### src/rtl/flash_seq.sv
// flash_seq: expands one flash command into JEDEC unlock/command byte writes for the
// ROM controller, then polls DQ7/DQ5 until program/erase completion, error or timeout.
module flash_seq #(
  parameter int unsigned ACC_WAIT = 10,
  parameter int unsigned POLL_W   = 24
) (
  input  logic        clk,
  input  logic        rst_n,
  input  logic        cmd_valid,
  output logic        cmd_ready,
  input  logic [1:0]  cmd_op,
  input  logic [18:0] cmd_addr,
  input  logic [7:0]  cmd_data,
  output logic        done,
  output logic [7:0]  rsp_data,
  output logic        rsp_err,
  output logic        wr_addr,
  output logic        wr_data,
  output logic        rd_data,
  output logic [7:0]  wr_buffer,
  input  logic [7:0]  rd_buffer
);

  localparam int unsigned      WAIT_W    = (ACC_WAIT > 1) ? $clog2(ACC_WAIT) : 1;
  localparam logic [WAIT_W-1:0] WAIT_LAST = WAIT_W'(ACC_WAIT - 1);
  localparam logic [18:0]      UNLK_A    = 19'h00555;
  localparam logic [18:0]      UNLK_B    = 19'h002AA;

  typedef enum logic [2:0] {S_IDLE, S_AL, S_AM, S_AH, S_ST, S_WT} state_e;
  typedef enum logic [1:0] {OP_READ = 2'b00, OP_PROG = 2'b01, OP_SERA = 2'b10, OP_CERA = 2'b11} op_e;

  state_e            state_q, state_d;
  op_e               op_q, op_d;
  logic [18:0]       addr_q, addr_d;
  logic [7:0]        data_q, data_d;
  logic [2:0]        step_q, step_d;
  logic [WAIT_W-1:0] wait_q, wait_d;
  logic [POLL_W-1:0] poll_q, poll_d;
  logic              reread_q, reread_d;
  logic [7:0]        rsp_data_q, rsp_data_d;
  logic              rsp_err_q, rsp_err_d;
  logic              done_q, done_d;

  logic              acc_rd;
  logic [18:0]       acc_addr;
  logic [7:0]        acc_data;
  logic              is_poll;
  logic              poll_expect;

  // Current access selected by op and step; the step past the last write is the poll read.
  always_comb begin
    acc_rd   = 1'b0;
    acc_addr = addr_q;
    acc_data = data_q;
    case (op_q)
      OP_READ: acc_rd = 1'b1;
      OP_PROG: begin
        case (step_q)
          3'd0:    begin acc_addr = UNLK_A; acc_data = 8'hAA; end
          3'd1:    begin acc_addr = UNLK_B; acc_data = 8'h55; end
          3'd2:    begin acc_addr = UNLK_A; acc_data = 8'hA0; end
          3'd3:    ;
          default: acc_rd = 1'b1;
        endcase
      end
      default: begin
        case (step_q)
          3'd0:    begin acc_addr = UNLK_A; acc_data = 8'hAA; end
          3'd1:    begin acc_addr = UNLK_B; acc_data = 8'h55; end
          3'd2:    begin acc_addr = UNLK_A; acc_data = 8'h80; end
          3'd3:    begin acc_addr = UNLK_A; acc_data = 8'hAA; end
          3'd4:    begin acc_addr = UNLK_B; acc_data = 8'h55; end
          3'd5: begin
            if (op_q == OP_CERA) begin
              acc_addr = UNLK_A;
              acc_data = 8'h10;
            end else begin
              acc_data = 8'h30;
            end
          end
          default: acc_rd = 1'b1;
        endcase
      end
    endcase
    is_poll     = acc_rd && (op_q != OP_READ);
    poll_expect = (op_q == OP_PROG) ? data_q[7] : 1'b1;
  end

  always_comb begin
    state_d    = state_q;
    op_d       = op_q;
    addr_d     = addr_q;
    data_d     = data_q;
    step_d     = step_q;
    wait_d     = wait_q;
    poll_d     = poll_q;
    reread_d   = reread_q;
    rsp_data_d = rsp_data_q;
    rsp_err_d  = rsp_err_q;
    done_d     = 1'b0;
    case (state_q)
      S_IDLE: begin
        if (cmd_valid) begin
          op_d     = op_e'(cmd_op);
          addr_d   = cmd_addr;
          data_d   = cmd_data;
          step_d   = '0;
          poll_d   = '0;
          reread_d = 1'b0;
          state_d  = S_AL;
        end
      end
      S_AL: state_d = S_AM;
      S_AM: state_d = S_AH;
      S_AH: state_d = S_ST;
      S_ST: begin
        wait_d  = '0;
        state_d = S_WT;
      end
      S_WT: begin
        if (wait_q != WAIT_LAST) begin
          wait_d = wait_q + WAIT_W'(1);
        end else if (!acc_rd) begin
          step_d  = step_q + 3'd1;
          state_d = S_AL;
        end else if (!is_poll) begin
          rsp_data_d = rd_buffer;
          rsp_err_d  = 1'b0;
          done_d     = 1'b1;
          state_d    = S_IDLE;
        end else begin
          // A DQ5 hit earns exactly one confirming re-read before reporting failure.
          rsp_data_d = rd_buffer;
          if (rd_buffer[7] == poll_expect) begin
            rsp_err_d = 1'b0;
            done_d    = 1'b1;
            state_d   = S_IDLE;
          end else if (reread_q) begin
            rsp_err_d = 1'b1;
            done_d    = 1'b1;
            state_d   = S_IDLE;
          end else if (rd_buffer[5]) begin
            reread_d = 1'b1;
            state_d  = S_AL;
          end else if (&poll_q) begin
            rsp_err_d = 1'b1;
            done_d    = 1'b1;
            state_d   = S_IDLE;
          end else begin
            poll_d  = poll_q + POLL_W'(1);
            state_d = S_AL;
          end
        end
      end
      default: state_d = S_IDLE;
    endcase
  end

  always_ff @(posedge clk or negedge rst_n) begin
    if (!rst_n) begin
      state_q    <= S_IDLE;
      op_q       <= OP_READ;
      addr_q     <= '0;
      data_q     <= '0;
      step_q     <= '0;
      wait_q     <= '0;
      poll_q     <= '0;
      reread_q   <= 1'b0;
      rsp_data_q <= '0;
      rsp_err_q  <= 1'b0;
      done_q     <= 1'b0;
    end else begin
      state_q    <= state_d;
      op_q       <= op_d;
      addr_q     <= addr_d;
      data_q     <= data_d;
      step_q     <= step_d;
      wait_q     <= wait_d;
      poll_q     <= poll_d;
      reread_q   <= reread_d;
      rsp_data_q <= rsp_data_d;
      rsp_err_q  <= rsp_err_d;
      done_q     <= done_d;
    end
  end

  // Strobes decode straight from state so an asynchronous reset drops them at once.
  always_comb begin
    wr_addr   = 1'b0;
    wr_data   = 1'b0;
    rd_data   = 1'b0;
    wr_buffer = '0;
    case (state_q)
      S_AL: begin wr_addr = 1'b1; wr_buffer = acc_addr[7:0];  end
      S_AM: begin wr_addr = 1'b1; wr_buffer = acc_addr[15:8]; end
      S_AH: begin wr_addr = 1'b1; wr_buffer = {5'b0, acc_addr[18:16]}; end
      S_ST: begin
        if (acc_rd) begin
          rd_data = 1'b1;
        end else begin
          wr_data   = 1'b1;
          wr_buffer = acc_data;
        end
      end
      default: ;
    endcase
  end

  assign cmd_ready = (state_q == S_IDLE);
  assign done      = done_q;
  assign rsp_data  = rsp_data_q;
  assign rsp_err   = rsp_err_q;

endmodule

### config.mk
export PLATFORM = sky130hd
export DESIGN_NAME = flash_seq
export DESIGN_NICKNAME = d
export VERILOG_FILES = /design/src/rtl/flash_seq.sv
export SDC_FILE = /design/constraint.sdc
export NUM_CORES = 1
export LEC_CHECK = 0
export CAP_MARGIN = 20
export CORE_ASPECT_RATIO = 0.5
export CORE_UTILIZATION = 55
export CTS_CLUSTER_SIZE = 40
export DETAILED_ROUTE_END_ITERATION = 8
export PLACE_DENSITY = 0.8
export SKIP_LAST_GASP = 1
export SYNTH_ARGS = -nofsm -noshare
export SYNTH_HDL_FRONTEND = slang
export SYNTH_SLANG_ARGS = --single-unit
### constraint.sdc
create_clock -name clk -period 3.2 [get_ports clk]
set_input_delay 0.64 -clock clk [delete_from_list [all_inputs] [get_ports clk]]
set_output_delay 0.64 -clock clk [all_outputs]
set_load 0.02 [all_outputs]
==> flow_summary.json <==
{
  "cp_slowest_cell": "clkdlybuf4s50_1",
  "nFillCells": 578,
  "grt_max_degree": 75,
  "stdcell_count": 676,
  "regToRegSetupSlack_ns": 0.52,
  "fin_crit_ns": 3.088,
  "synth-warning-count": 0,
  "drv_cap": 0,
  "max_slew_margin_pct": 38.28,
  "critical_path_class": "flip-flop to output port",
  "grt_pass1_vias": 3740,
  "synth_area_leader_cell": "dfrtp_1",
  "core_area_mm2": 0.007350,
  "critPathMaxFanout": 5,
  "start_kind": "flip-flop",
  "p_per_area_mw_per_mm2": 785.3,
  "end_kind": "output port",
  "clkPwrFrac_pct": 24.8,
  "placed_cells": 660,
  "p_sw_mw": 1.690,
  "fp.dieH_um": 63.69,
  "synth.area.top_cells": "dfrtp_1 44%, nand2_1 11%, o21ai_0 4.4%",
  "postSynth.asyncResetShare_pct": 100.0,
  "fin_crit_sh_pct": 96.49,
  "r2r-start": "step_q[0]$_DFFE_PN0P_",
  "cp_cell_sequence": "inv_1, ha_1, nor2b_2, nor4_1, buf_4, nor3_4, buf_4, clkdlybuf4s50_1",
  "antenna_found_initial": 0,
  "ys.flop_type": "dfrtp_1",
  "root_buffer": "clkbuf_16",
  "insertion_delay_ns": 0.34,
  "viasPerCell": 6.036,
  "p_leak_nw": 2.309,
  "ys_ff_latch": 74,
  "row_count": 22,
  "drv_slew": 0,
  "cts_max_level": 3,
  "total_power_mw": 4.236,
  "syn_nets": 545,
  "cts_tree": "done",
  "swShare_pct": 39.90,
  "start_util_pct": 56.96,
  "post-place-ws_ns": -0.02157,
  "outcome": "finished with violations",
  "slowest_delay_ns": 0.59,
  "crit_required_ns": 2.56,
  "synth_seq_area_share_pct": 44.23,
  "hold_violations": 0,
  "drt_iter0_markers": 363,
  "io_pins": 62,
  "die_x_um": 125.4,
  "port_buffers": 61,
  "p_seq_share_pct": 31.8,
  "drt-total-wl_mm": 11.37,
  "failed_checks": "design-rule violations",
  "skew_ns": 0.009619,
  "synth_edf_count": 0,
  "synth_top_area_share_pct": 44.23,
  "post-route-util_pct": 73.39,
  "drc": 3,
  "avgSynthCellArea_um2": 8.424,
  "whs_ns": 0.4429,
  "internal_power_mw": 2.546,
  "synthCells": 497,
  "wl_per_cell_um": 16.82,
  "area_delta_synth_final_pct": 28.84,
  "drive_above_1_share_pct": 14.66,
  "post-route-cell-area_mm2": 0.005394,
  "clock_sinks": 74,
  "gp_congestion": 0.9354,
  "hpwl_mm": 8.107,
  "worst_slack_ns": 0.1123,
  "diodes": 0,
  "crit_family": "buffers and inverters",
  "drt-pass1-iter-count": 7,
  "power_frac_comb_pct": 43.4,
  "hold_buffers": 0,
  "path_clk_slew_ns": 0.06,
  "irDropWorstVdd_mv": 0.3322,
  "critical_path_arrival_ns": 2.45,
  "num_vias": 4080,
  "setup_viol": 0,
  "fin_tns_setup_ns": 0,
  "place_area_mm2": 0.005042,
  "synth_cell_types": 56,
  "holdCritPathClass": "input pin to asynchronous set/reset pin",
  "grt_pass1_wl_mm": 18.96,
  "fmax_ghz": 0.3239,
  "track_usage_pct": 30.69,
  "path_buf_inv": 4,
  "grt-ovfl-total": 0,
  "cts_made_buffers": 9,
  "finalNetCount": 624,
  "die_area_mm2": 0.007986,
  "crit_path_frequent_cell": "buf_4",
  "worst-r2r-cell-count": 10,
  "synth_area_mm2": 0.004187,
  "final_antenna_net_count": 0,
  "cts_buffer_depth": 2,
  "rsz0062_at_grt": "no",
  "worstReg2RegEnd": "poll_q[4]$_DFFE_PN0P_",
  "worst_slew_pin_slew_ns": 0.9258
}
[state kept, by name, summed over array words and instances, names as in the netlist]
| signal | cells |
|---|---|
| reread_q | 1 |
| step_q | 3 |
| done | 1 |
| rsp_err | 1 |
| addr_q | 19 |
| op_q | 2 |
| wait_q | 4 |
| poll_q | 24 |
| state_q | 3 |
| data_q | 8 |
| rsp_data | 8 |
[kinds of logic (layout without fill, tap and decap cells)]
| family | after synthesis | after routing | synth area share (%) |
|---|---|---|---|
| buffers and inverters | 36 | 119 | 3.556 |
| AO/OA/AOI/OAI | 122 | 122 | 18.62 |
| multiplexers | 9 | 9 | 2.421 |
| adder cells (fa/ha/maj) | 8 | 8 | 2.391 |
| AND/OR/NAND/NOR | 244 | 244 | 27.94 |
| XOR/XNOR | 4 | 4 | 0.8370 |
| flip-flops | 74 | 74 | 44.23 |
[worst max path at each step]
stage | startpoint | endpoint | slack (ns) | cells after the start
after floorplan | step_q[2]$_DFFE_PN0P_ | wr_buffer[1] | 0.17 | 8
after global placement | step_q[0]$_DFFE_PN0P_ | wr_buffer[5] | 0.05 | 10
after detailed placement | step_q[0]$_DFFE_PN0P_ | wr_buffer[5] | -0.02 | 10
after CTS | step_q[0]$_DFFE_PN0P_ | wr_buffer[4] | -0.06 | 10
after global routing | step_q[0]$_DFFE_PN0P_ | wr_data | 0.005 | 8
final | step_q[0]$_DFFE_PN0P_ | wr_data | 0.11 | 8
[Yosys cell counts (all sizes together) (3+ instances only)]
| cell | count |
|---|---|
| a22oi | 3 |
| nor2 | 23 |
| inv | 12 |
| and3 | 5 |
| ha | 8 |
| nand4 | 13 |
| xor2 | 3 |
| o21a | 4 |
| nor4 | 4 |
| o31ai | 3 |
| nand2b | 4 |
| dfrtp | 74 |
| or3 | 13 |
| mux2 | 9 |
| clkbuf | 18 |
| and2 | 3 |
| or4 | 8 |
| o41ai | 3 |
| or2 | 3 |
| a21oi | 31 |
| o21ai | 37 |
| nand3 | 22 |
| nor3 | 9 |
| a211oi | 3 |
| nand3b | 6 |
| nand2 | 121 |
| buf | 6 |
| nor2b | 5 |
| o211ai | 17 |
[layout by cell type, fill, tap and decap left out, drive strengths merged, types with 2 or more instances in the layout]
master and count:
o21a 4, dfrtp 74, clkbuf 16, a221oi 2
inv 13, nand4 13, o31ai 3, a311oi 2
xor2 3, nor2b 5, and2 3, a211oi 3
a22oi 3, or4 8, o21ai 37, nor3b 2
or3 13, o41ai 3, a21oi 31, mux2 9
nand2 121, ha 8, a21o 2, o211ai 17
or2 3, nor4 4, buf 36, nor3 9
nor2 23, nand3 22, nand2b 4, nand3b 6
and3 5, clkdlybuf4s50 51
[power groups by stage]
| stage | logic, mW | registers (mW) | clock network [mW] |
|---|---|---|---|
| floorplan | 1.11 | 1.28 | 0 |
| global route | 2.01 | 1.37 | 1.10 |
| detailed placement | 1.82 | 1.35 | 0 |
| CTS | 1.81 | 1.34 | 1.07 |
| finish | 1.84 | 1.35 | 1.05 |
| global placement | 1.80 | 1.35 | 0 |
[layer usage]
layer | up-vias | wire (µm) | track usage, %
met5 | - | 0 | 0
met4 | 0 | 134 | 8.841
met3 | 15 | 682 | 6.627
met2 | 129 | 5182 | 47.28
met1 | 1986 | 5368 | 43.67
li1 | 1950 | - | -
[layout make-up]
type | count | area, µm² | area share (%)
sequential | 74 | 1854 | 34.38
tap | 96 | 120.1 | 2.227
multi-input combinational | 387 | 2260 | 41.89
clock buffer | 12 | 266.5 | 4.941
clock inverter | 3 | 46.29 | 0.8583
timing repair buffer | 92 | 802.0 | 14.87
inverter | 12 | 45.04 | 0.8351
[timing repair]
| action | in CTS | in global routing |
|---|---|---|
| endpoints found under the hold margin | 0 | 0 |
| setup buffers | 1 | 0 |
| pin swaps | 1 | 4 |
| endpoints found under the setup margin | 9 | 9 |
| resized for setup | 22 | 30 |
No activity file was read; power rests on OpenSTA's default activity.
